--- src/rtl/uart_autobaud_pkg.sv ---
// Shared state encoding and constants for the UART autobaud controller.
// The sync character 0x55 gives five falling edges spaced two bit times apart.
package uart_pkg;

   typedef enum logic [2:0] {
      IDLE      = 3'd0,
      WAIT_IDLE = 3'd1,
      ARMED     = 3'd2,
      MEASURE   = 3'd3,
      CALC      = 3'd4
   } autobaud_state_t;

   localparam int         DEFAULT_DVSR_9600 = 650;
   localparam logic [7:0] SYNC_CHAR         = 8'h55;

endpackage

--- src/rtl/uart_autobaud_interval_chk.sv ---
// Holds the first fall-to-fall interval of the sync character and reports
// whether a later interval lies within i1 +/- i1/4.
module ab_interval_chk
   import uart_pkg::*;
#(
   parameter int CNT_W = 19
) (
   input  logic             clk,
   input  logic             reset,
   input  logic             clr,
   input  logic             load,
   input  logic [CNT_W-1:0] ival,
   output logic             ok
);

   logic [CNT_W-1:0] i1;
   logic [CNT_W-1:0] diff;

   // Reference interval register, loaded from the first measured interval.
   always_ff @(posedge clk or posedge reset) begin
      if (reset) begin
         i1 <= '0;
      end else if (clr) begin
         i1 <= '0;
      end else if (load) begin
         i1 <= ival;
      end else begin
         i1 <= i1;
      end
   end

   // Absolute difference against the reference and tolerance compare.
   always_comb begin
      if (ival >= i1) begin
         diff = ival - i1;
      end else begin
         diff = i1 - ival;
      end
      ok = (diff <= (i1 >> 2));
   end

endmodule

--- src/rtl/uart_autobaud.sv ---
// Autobaud controller: times a 0x55 sync character on rx and derives the
// baud generator divisor, dvsr = round(span / 128) - 1 with span = 8 bit times.
module uart_autobaud
   import uart_pkg::*;
#(
   parameter int DVSR_W       = 11,
   parameter int CNT_W        = 19,
   parameter int DEFAULT_DVSR = DEFAULT_DVSR_9600,
   parameter int MIN_IDLE     = 16
) (
   input  logic              clk,
   input  logic              reset,
   input  logic              start,
   input  logic              abort,
   input  logic              rx,
   output logic [DVSR_W-1:0] dvsr,
   output logic              busy,
   output logic              locked,
   output logic              err
);

   localparam int               IDLE_W  = $clog2(MIN_IDLE + 1);
   localparam int               QW      = CNT_W + 1;
   localparam logic [CNT_W-1:0] CNT_MAX = '1;

   autobaud_state_t   state, state_n;
   logic              rx_d;
   logic              fall;
   logic [CNT_W-1:0]  span, span_n;
   logic [CNT_W-1:0]  ivl, ivl_n;
   logic [CNT_W-1:0]  ik;
   logic [2:0]        nfall, nfall_n;
   logic [IDLE_W-1:0] idle_cnt, idle_cnt_n;
   logic [DVSR_W-1:0] dvsr_n;
   logic              locked_n, err_n;
   logic              chk_clr, chk_load, ivl_ok;
   logic [QW-1:0]     sum, q;
   logic              bad_q;

   assign fall = rx_d & ~rx;
   // ivl reads one less than the elapsed cycles on the fall cycle itself.
   assign ik   = ivl + CNT_W'(1);
   assign sum  = {1'b0, span} + QW'(64);
   assign q    = sum >> 7;
   assign bad_q = (q < QW'(2)) || (32'(q) > (32'd1 << DVSR_W));

   ab_interval_chk #(
      .CNT_W (CNT_W)
   ) u_chk (
      .clk   (clk),
      .reset (reset),
      .clr   (chk_clr),
      .load  (chk_load),
      .ival  (ik),
      .ok    (ivl_ok)
   );

   // Next-state, counter and result logic; start outranks abort and any edge.
   always_comb begin
      state_n    = state;
      span_n     = span;
      ivl_n      = ivl;
      nfall_n    = nfall;
      idle_cnt_n = idle_cnt;
      dvsr_n     = dvsr;
      locked_n   = locked;
      err_n      = err;
      chk_clr    = 1'b0;
      chk_load   = 1'b0;
      if (start) begin
         state_n    = WAIT_IDLE;
         span_n     = '0;
         ivl_n      = '0;
         nfall_n    = 3'd0;
         idle_cnt_n = '0;
         locked_n   = 1'b0;
         err_n      = 1'b0;
         chk_clr    = 1'b1;
      end else if (abort) begin
         state_n    = IDLE;
         span_n     = '0;
         ivl_n      = '0;
         nfall_n    = 3'd0;
         idle_cnt_n = '0;
      end else begin
         case (state)
            IDLE: begin
               state_n = IDLE;
            end
            WAIT_IDLE: begin
               if (idle_cnt == IDLE_W'(MIN_IDLE)) begin
                  state_n = ARMED;
               end else if (rx) begin
                  idle_cnt_n = idle_cnt + IDLE_W'(1);
               end else begin
                  idle_cnt_n = '0;
               end
            end
            ARMED: begin
               if (fall) begin
                  state_n = MEASURE;
                  span_n  = '0;
                  ivl_n   = '0;
                  nfall_n = 3'd1;
               end else begin
                  state_n = ARMED;
               end
            end
            MEASURE: begin
               if ((span == CNT_MAX) || (ivl == CNT_MAX)) begin
                  state_n  = IDLE;
                  err_n    = 1'b1;
                  locked_n = 1'b0;
               end else begin
                  span_n = span + CNT_W'(1);
                  ivl_n  = ivl + CNT_W'(1);
                  if (fall) begin
                     nfall_n = nfall + 3'd1;
                     ivl_n   = '0;
                     if (nfall == 3'd1) begin
                        chk_load = 1'b1;
                     end else if (!ivl_ok) begin
                        state_n  = IDLE;
                        err_n    = 1'b1;
                        locked_n = 1'b0;
                     end else if (nfall == 3'd4) begin
                        state_n = CALC;
                     end else begin
                        state_n = MEASURE;
                     end
                  end else begin
                     state_n = MEASURE;
                  end
               end
            end
            CALC: begin
               state_n = IDLE;
               if (bad_q) begin
                  err_n    = 1'b1;
                  locked_n = 1'b0;
               end else begin
                  dvsr_n   = DVSR_W'(q - QW'(1));
                  locked_n = 1'b1;
               end
            end
            default: begin
               state_n = IDLE;
            end
         endcase
      end
   end

   // State, counters and registered outputs.
   always_ff @(posedge clk or posedge reset) begin
      if (reset) begin
         state    <= IDLE;
         rx_d     <= 1'b1;
         span     <= '0;
         ivl      <= '0;
         nfall    <= 3'd0;
         idle_cnt <= '0;
         dvsr     <= DVSR_W'(DEFAULT_DVSR);
         busy     <= 1'b0;
         locked   <= 1'b0;
         err      <= 1'b0;
      end else begin
         state    <= state_n;
         rx_d     <= rx;
         span     <= span_n;
         ivl      <= ivl_n;
         nfall    <= nfall_n;
         idle_cnt <= idle_cnt_n;
         dvsr     <= dvsr_n;
         busy     <= (state_n != IDLE);
         locked   <= locked_n;
         err      <= err_n;
      end
   end

endmodule

--- config.mk ---
export PLATFORM = sky130hd
export DESIGN_NAME = uart_autobaud
export DESIGN_NICKNAME = d
export VERILOG_FILES = /design/src/rtl/uart_autobaud_pkg.sv /design/src/rtl/uart_autobaud_interval_chk.sv /design/src/rtl/uart_autobaud.sv
export SDC_FILE = /design/constraint.sdc
export NUM_CORES = 1
export LEC_CHECK = 0
export BUFFER_PORTS_ARGS = -buffer_cell sky130_fd_sc_hd__buf_2
export CAP_MARGIN = 20
export CORE_UTILIZATION = 40
export DETAILED_ROUTE_END_ITERATION = 7
export SLEW_MARGIN = 20
export SYNTH_ARGS = -nofsm -noshare
export SYNTH_HDL_FRONTEND = slang
export SYNTH_SLANG_ARGS = --single-unit
--- constraint.sdc ---
create_clock -name clk -period 8.2 [get_ports clk]
set_input_delay 0.82 -clock clk [delete_from_list [all_inputs] [get_ports clk]]
set_output_delay 0.82 -clock clk [all_outputs]
set_load 0.01 [all_outputs]
---- Yosys cells after proc, flatten, opt, wreduce, memory -nomap -nowiden ----
Index checks and enable logic that the tools add are counted.
storage, ports and cells
  logic and storage cells ................. 116
  input bits .............................. 5
  output and inout port bits .............. 14
  register bits after elaboration ......... 83
operators by class
  magnitude comparators ................... 4
  reduce and logical (&&, ||, !) cells .... 13
  muxes and demuxes ....................... 57
  eq/ne operators ......................... 18
  add/subtract/negate cells ............... 8
  bitwise operators ....................... 5
operators with widths
  operator               count
  $mux 19                11
  $pmux 19 s2            2
  $mux 3                 13
  $add 19x1->19 const B  2
  $eq 19x19->1 const B   2
  $sub 19x19->19         2
  $mux 5                 5
  $ne 4x4->1 const B     6
  $mux 1                 22
  $add 19x7->20 const B  1
  $ge 19x19->1           1
  $le 19x17->1           1
  $gt 13x12->1 const B   1
  $lt 13x2->1 const B    1
  $sub 11x1->11 const B  1
  $pmux 3 s3             1
  $reduce_bool 3->1      3
  $reduce_and 4->1       2
  $eq 3x1->1 const B     2
  $eq 3x2->1 const B     2
  $eq 3x3->1 const B     2
  $ne 3x3->1 const B     2
  $pmux 3 s2             1
  $reduce_and 6->1       1
  13 further kinds       18

---- Logic depth before layout (Yosys ltp) ----
Gate-level depths: netlist (run 1).
  depth in word-level cells ............... 12
  gate-level depth with buffers ........... 30
  depth with buffers taken out ............ 27

---- By module ----
A second synthesis (run 1) with hierarchy kept.
second synthesis, totals
  cell total of the unflattened synthesis .. 824
  area, all modules ....................... 7098.1 µm²
modules (own cells, without submodules)
  module           area each (µm²)  times used  cells each
  uart_autobaud    4023.9           1           438
  ab_interval_chk  3074.2           1           386

---- Least setup slack after synthesis (run 1) ----
Ideal clock, no wire load.
  path kind ............................... register -> register
  start ................................... register ivl[0]
  end ..................................... register err
  period minus slack after synthesis ...... 5.750 ns
  slack ................................... 2.450 ns
  arrival time ............................ 5.618 ns
  stages on the path, launching flop included .. 30
  path buffers ............................ 3
  cells stage by stage .................... dfrtp_1 > ha_1 > and4_1 > and2_0 > and3_1 > nand3_1 > xor2_1 > inv_1 > ha_1 > buf_2 > nand4_1 > or4_4 > o31ai_1 > a21oi_1 > o21a_1 > buf_6 > buf_6 > a221o_1 > a21oi_1 > xnor2_1 > ha_1 > a21o_1 > nand3_1 > a21oi_1 > o31a_1 > o31ai_1 > and4b_2 > a41oi_2 > a211oi_1 > nor2_1
between the ends
  word-level cells in the longest chain between the ends .. 6
ends and longest elaborated chain
  what                                                                RTL line                                                source
  from (decl)                                                         uart_autobaud.sv:30                                     logic [CNT_W-1:0] ivl, ivl_n;
  from (signal assigned)                                              uart_autobaud.sv:170                                    ivl <= ivl_n;
  $add 19x1->19 / $eq 19x19->1 (equally long branches)                uart_autobaud.sv:42, uart_autobaud.sv:110
  $sub 19x19->19, or another cell as far along                        uart_autobaud_interval_chk.sv:37                        diff = i1 - ival;
  $mux 19 / $mux 1 (equally long branches)                            uart_autobaud_interval_chk.sv:34, uart_autobaud.sv:110
  $le 19x17->1 / $pmux 1 s2 (equally long branches)                   uart_autobaud_interval_chk.sv:39, uart_autobaud.sv:86
  $ne 4x4->1 (no source line) / $mux 1 (equally long branches)        n/a
  $reduce_and 6->1 (no source line) / $mux 1 (equally long branches)  n/a
  to (signal assigned)                                                uart_autobaud.sv:176                                    err <= err_n;
  to (decl)                                                           uart_autobaud.sv:19                                     output logic err
Several ways; a longest one is shown, not always the timed one. The select of a mux whose other input is x is not followed.
A chain may end at the register's enable or synchronous reset.

---- Worst setup path in the final report (run 1) ----
Ends and elaborated chain as after synthesis.

==> run metrics, run 1 <==
run status completed; first-pass GRT wire length 27,200 µm; Core Util, Final 0.441; multiplexer share of the synthesized area 0.0403; die footprint 17,700 µm²; syn_nets 900; RSZ-0062 raised after global routing no; dpl cell area 7040 µm²; Tot GR Track Use 0.193; Initial Utilization 0.412; gpl congestion 0.916; Clock Tree Buf Depth 2; core area 16,600 µm²; DIE WIDTH 133 µm; Final WS setup 1.13 ns; FFs w/ async S/R, synth 1.00; # diodes 0; number of port buffers 18; drt pass-1 iters 5; vias per inst 5.49; Seq/Total Area, Yosys 0.304; WS Path Type flop to flop; global route overflow 0; Synth top area share 0.285; Max Cap Viol 0; max incr delay on CP 0.60 ns; Die Y-Extent 133 µm; Detail Placement HPWL 12,500 µm; Hold Fails Final Rpt 0; Synth cell types 69; layout cell share with drive strength beyond 1 0.0822; drt initial violations 365; Lkg Pwr 3.32 nW; CP max-delay cell o21a_1; VDD IR max 0.0845 mV; Worst EP arrival 7.28 ns; worst relative slew slack 0.382; Synth area leaders dfrtp_1 (28%), ha_1 (11%), nor2_1 (5.1%); Final Instance Area 7340 µm²; hold crit path type input pin to async pin; I/O pins 19; Mapped Avg Cell Area 8.26 µm²; Worst path top cell family by delay compound AO/OA/AOI/OAI gates; Post-synth EDFFs 0; clk_lat worst skew 0.35 ns; cts repair resizes 0; post-synth top area cell dfrtp_1; largest net degree at the start of global routing 59; setup TNS 0 ns; Final Non-Filler Cells 1,047; synthesized area 6860 µm²; Final min period 7.07 ns; Worst Path Buf+Inv 2; Mapped Cells 830; fmax 141 MHz; top_reg_cell synth dfrtp_1; Power, Total 855 µW; FF+latch count, synth 83; data required time of the critical path 8.41 ns; Crit Path Max Fanout 16; Worst Hold Margin 0.459 ns; Multi-input gate area 4340 µm²; Via Count 5,749; worst slew pin tran 0.918 ns; area delta synth->final 7.06%; combinational family with the most area after synthesis simple AND/OR/NAND/NOR gates; initial antenna violation count 0; pre-CTS setup slack 1.31 ns; adder-cell share of the synthesized area 0.121; max-slew violations 0; Routed Antenna Nets 0; TritonCTS Sinks 83; fin crit share 0.862; CP Capture Type flop; CTS root buf clkbuf_16; Crit. Startpoint ivl[0]; CTS HTree Levels 3; type of origin of the critical path flop; layout net count 892; Placement Rows 47; Post-CTS Setup Repair Bufs 0; TritonCTS buffer count 9; Post-CTS Hold Fix Bufs 0; r2r startpoint ivl[0]; Setup Skew 0.0142 ns; filler cell count 1,626; DP Cell Count 1,031; CTS tree done; Synth Area in XOR/XNOR 0.0843; final setup violation count 0; Ys Warns 0; post-synthesis compound-gate area fraction 0.191; # DRC 0; Post-Synth Simple-Gate Area 0.196; Reg area 2080 µm²; CTS clock-pin slew for the worst setup and hold paths 0.07 ns; WL/cell 15.5 µm; PD cells 117 nW/µm²; Routed WL 16,300 µm; vias in the first global route 5,442
layout make-up:
type	instances	share of cell area
Timing Repair Buffer	24	0.0184
Sequential cell	83	0.284
Inverter	55	0.0283
Clock inverter	6	0.00954
Clock buffer	10	0.0312
Multi-Input combinational cell	649	0.591
Tap cell	220	0.0375
per-layer routing:
layer / part of all wire / GRT usage / vias to the layer above
met3: 0.034 / 0.0322 / 31
li1: - / - / 2891
met5: 0 / 0 / -
met4: 0.028 / 0.0728 / 0
met2: 0.46 / 0.311 / 102
met1: 0.48 / 0.259 / 2725
final timing paths:
kind,to,cells after the start,slack (ns)
worst max-delay path,err,27,1.13
max in group asynchronous,ivl[5],3,6.64
worst min register to register,dvsr[2],1,0.48
min in group clk,dvsr[2],1,0.48
worst max register to register,err,27,1.13
worst min-delay path,dvsr[6],2,0.46
cells in the mapped netlist, drive strengths merged, types with 3 or more instances:
master	number
a211oi	23
a21o	7
a21oi	67
a31oi	5
and2	8
and3	3
and4	4
buf	18
clkbuf	25
dfrtp	78
dfstp	5
ha	63
inv	55
mux2	13
mux2i	13
nand2	71
nand2b	8
nand3	34
nand4	17
nor2	93
nor2b	7
nor3	12
nor4	4
o211ai	3
o21a	5
o21ai	68
o21bai	4
o31ai	8
or3	6
xnor2	32
xor2	34
flip-flops by register name (all words and copies together), names as in the netlist:
signal    cells
ivl          19
span         19
u_chk.i1     19
dvsr         11
idle_cnt      5
nfall         3
state         3
busy          1
err           1
locked        1
rx_d          1
kinds of logic after synthesis:
group                    count (synthesis)
AO/OA/AOI/OAI                          214
buffers and inverters                   98
XOR/XNOR                                66
adder cells (fa/ha/maj)                 65
multiplexers                            26
AND/OR/NAND/NOR                        278
flip-flops                              83
power by group:
part           switching (mW)  internal, mW  total, mW
logic                  0.0210       0.00558     0.0266
registers             0.00160         0.411      0.413
clock network           0.177         0.240      0.416
total                   0.199         0.656      0.855
placed cells by master (no fill, tap or decap), types with 9 or more instances in the layout:
master | synthesis | final
nand3_1 | 33 | 33
nand2_1 | 70 | 70
buf_2 | 9 | 18
xnor2_1 | 32 | 32
mux2i_1 | 13 | 13
a21oi_1 | 67 | 67
ha_1 | 63 | 63
dfrtp_1 | 78 | 78
inv_1 | 55 | 54
nor3_1 | 11 | 11
clkbuf_16 | 0 | 9
nor2_1 | 93 | 93
o21ai_0 | 68 | 67
nand4_1 | 15 | 15
a211oi_1 | 23 | 23
xor2_1 | 34 | 34
mux2_2 | 11 | 11
(Power assumes the default switching activity.)
==> run 2, diff against run 1 <==
--- a/config.mk
+++ b/config.mk
@@ -9,6 +9,7 @@
 export CAP_MARGIN = 20
 export CORE_UTILIZATION = 40
 export DETAILED_ROUTE_END_ITERATION = 7
+export MAX_ROUTING_LAYER = met4
 export SLEW_MARGIN = 20
 export SYNTH_ARGS = -nofsm -noshare
 export SYNTH_HDL_FRONTEND = slang
==> run 2 against run 1 <==
Effect of this change: non-clock buffer count stayed put; core utilization is 0.21 points higher; register-to-register slack better by 0.08 ns.
==> run metrics, run 2 (synthesis results as in run 1) <==
run status completed; Clk network pwr share 0.507 (+0.020); area delta synth->final 7.57%; Initial Utilization 0.412 (unchanged); largest net degree at the start of global routing 59 (unchanged); Placement Rows 47 (unchanged); drt pass-1 iters 7 (+2); die footprint 17,700 µm² (unchanged); setup TNS 0 ns (unchanged); Routed WL 16,600 µm (+2.3%); Clock Tree Buf Depth 2 (unchanged); Regs by FF count ivl x19, span x19, u_chk.i1 x19; Core Util, Final 0.443 (+0.00210); vias in the first global route 5,563 (+2.2%); met1 GRT Util 0.272 (+0.0133); Lkg Pwr 3.33 nW (+0.48%); cts repair resizes 0 (unchanged); # diodes 0 (unchanged); Die Y-Extent 133 µm (unchanged); Max Cap Viol 0 (unchanged); Sw Ratio 0.220 (-0.0126); gpl congestion 0.948 (+3.5%); CTS root buf clkbuf_16; met2 Use GR 0.319 (+0.00844); r2r startpoint ivl[0]; Post-CTS Setup Repair Bufs 0 (unchanged); WS Path Type flop to flop; PD cells 121 nW/µm² (+3.7%); I/O pins 19 (unchanged); busiest grt layer met2; most frequent cells in the layout nor2_1 (93), dfrtp_1 (78), nand2_1 (70); core area 16,600 µm² (unchanged); filler cell count 1,665 (+2.4%); drt initial violations 400 (+9.6%); fmax 143 MHz (+1.2%); type of origin of the critical path flop; data required time of the critical path 8.42 ns (about the same); initial antenna violation count 0 (unchanged); Via Count 5,748 (-0.017%); number of port buffers 18 (unchanged); Final min period 6.99 ns (-0.0820 ns); Worst EP arrival 7.21 ns (-0.07 ns); final setup violation count 0 (unchanged); WL/cell 15.9 µm (+2.3%); fin crit share 0.852 (-0.0100); CTS tree done; clk_lat worst skew 0.34 ns (about the same); max-slew violations 0 (unchanged); layout cell share with drive strength beyond 1 0.0834 (+0.00121); Post-CTS Hold Fix Bufs 0 (unchanged); layout net count 892 (unchanged); Multi-input gate area 4340 µm² (unchanged); sequential power share 0.463 (-0.019); Tot GR Track Use 0.205 (+0.0122); sw power 196 µW (-1.4%); grt met3 use 0.0368 (+0.00460); first-pass GRT wire length 28,200 µm (+3.8%); DIE WIDTH 133 µm (unchanged); Reg area 2080 µm² (unchanged); Detail Placement HPWL 12,700 µm (+1.7%); vias per inst 5.49 (about the same); global route overflow 0 (unchanged); TritonCTS buffer count 9 (unchanged); Hold Fails Final Rpt 0 (unchanged); hold crit path type input pin to async pin; TritonCTS Sinks 83 (unchanged); worst slew pin tran 0.933 ns (+0.0147 ns); # DRC 0 (unchanged); Crit. Startpoint ivl[0]; CTS HTree Levels 3 (unchanged); CP Capture Type flop; CTS clock-pin slew for the worst setup and hold paths 0.07 ns (about the same); VDD IR max 0.103 mV (+22%); combinational power share 0.030 (about the same); most common cell after layout, fill and taps aside nor2_1; Crit Path Max Fanout 19 (+3); Int Pwr 695 µW (+5.9%); RSZ-0062 raised after global routing no; Setup Skew 0.00912 ns (-0.00511 ns); worst relative slew slack 0.372 (-0.00986); Routed Antenna Nets 0 (unchanged)
run 2: layout make-up:
| type | count | area share |
|---|---|---|
| repair buffers | 24 | 0.0183 |
| inverters | 55 | 0.0282 |
| multi-input cells | 649 | 0.588 |
| clock buffers | 10 | 0.0324 |
| clock inverters | 6 | 0.0129 |
| flip-flops and latches | 83 | 0.282 |
| well taps | 220 | 0.0373 |
run 2: power by group through the flow:
stage / combinational [mW] / sequential (mW) / clock (mW)
floorplan: 0.0185 / 0.420 / 0
global placement: 0.0276 / 0.420 / 0
detailed placement: 0.0276 / 0.420 / 0
CTS: 0.0276 / 0.413 / 0.467
global route: 0.0313 / 0.413 / 0.483
finish: 0.0267 / 0.413 / 0.452
run 2: through the flow:
| stage | setup slack [ns] | std cells | power, mW | hold WS [ns] | instance area (µm²) |
|---|---|---|---|---|---|
| 2_1_floorplan | 2.45 | 830 | 0.439 | 0.451 | 6860 |
| 3_3_place_gp | 1.35 | 1031 | 0.448 | 0.474 | 7040 |
| 3_5_place_dp | 1.26 | 1031 | 0.448 | 0.477 | 7040 |
| 4_1_cts | 1.23 | 1047 | 0.907 | 0.467 | 7380 |
| 5_1_grt | 0.580 | 1047 | 0.927 | 0.498 | 7380 |
| 6_report | 1.21 | 1047 | 0.892 | 0.461 | 7380 |
run 2: worst max-delay path: stages (launching register included):
cell and delay, ns:
dfrtp_1 0.42, ha_1 0.23, and4_1 0.23, and2_0 0.31, and3_1 0.28, nand3_1 0.10, xor2_1 0.27, inv_1 0.08
ha_1 0.39, and2_1 0.23, a221oi_1 0.33, o31ai_1 0.14, a21oi_1 0.16, o21a_1 0.69, buf_4 0.31, mux2_2 0.37
nor2_1 0.12, a31oi_1 0.12, xnor2_1 0.16, ha_1 0.28, nand4_1 0.12, o32ai_1 0.30, o31a_1 0.18, o31ai_1 0.09
and4b_2 0.22, a41oi_2 0.33, a21oi_1 0.07, or3_1 0.32
run 2: worst paths after layout:
path                       slack [ns]  cells past startpoint        to
setup / recovery                 1.21                     27      busy
hold / removal                   0.46                      2   dvsr[6]
setup reg to reg                 1.21                     27      busy
hold reg to reg                  0.49                      1   dvsr[2]
max in group asynchronous        6.66                      3  state[1]
min in group clk                 0.49                      1   dvsr[2]
run 2: layer usage:
layer	part of all wire	vias to the layer above
met5	0	-
met4	0.020	0
met3	0.040	28
met2	0.46	133
met1	0.48	2695
li1	-	2892
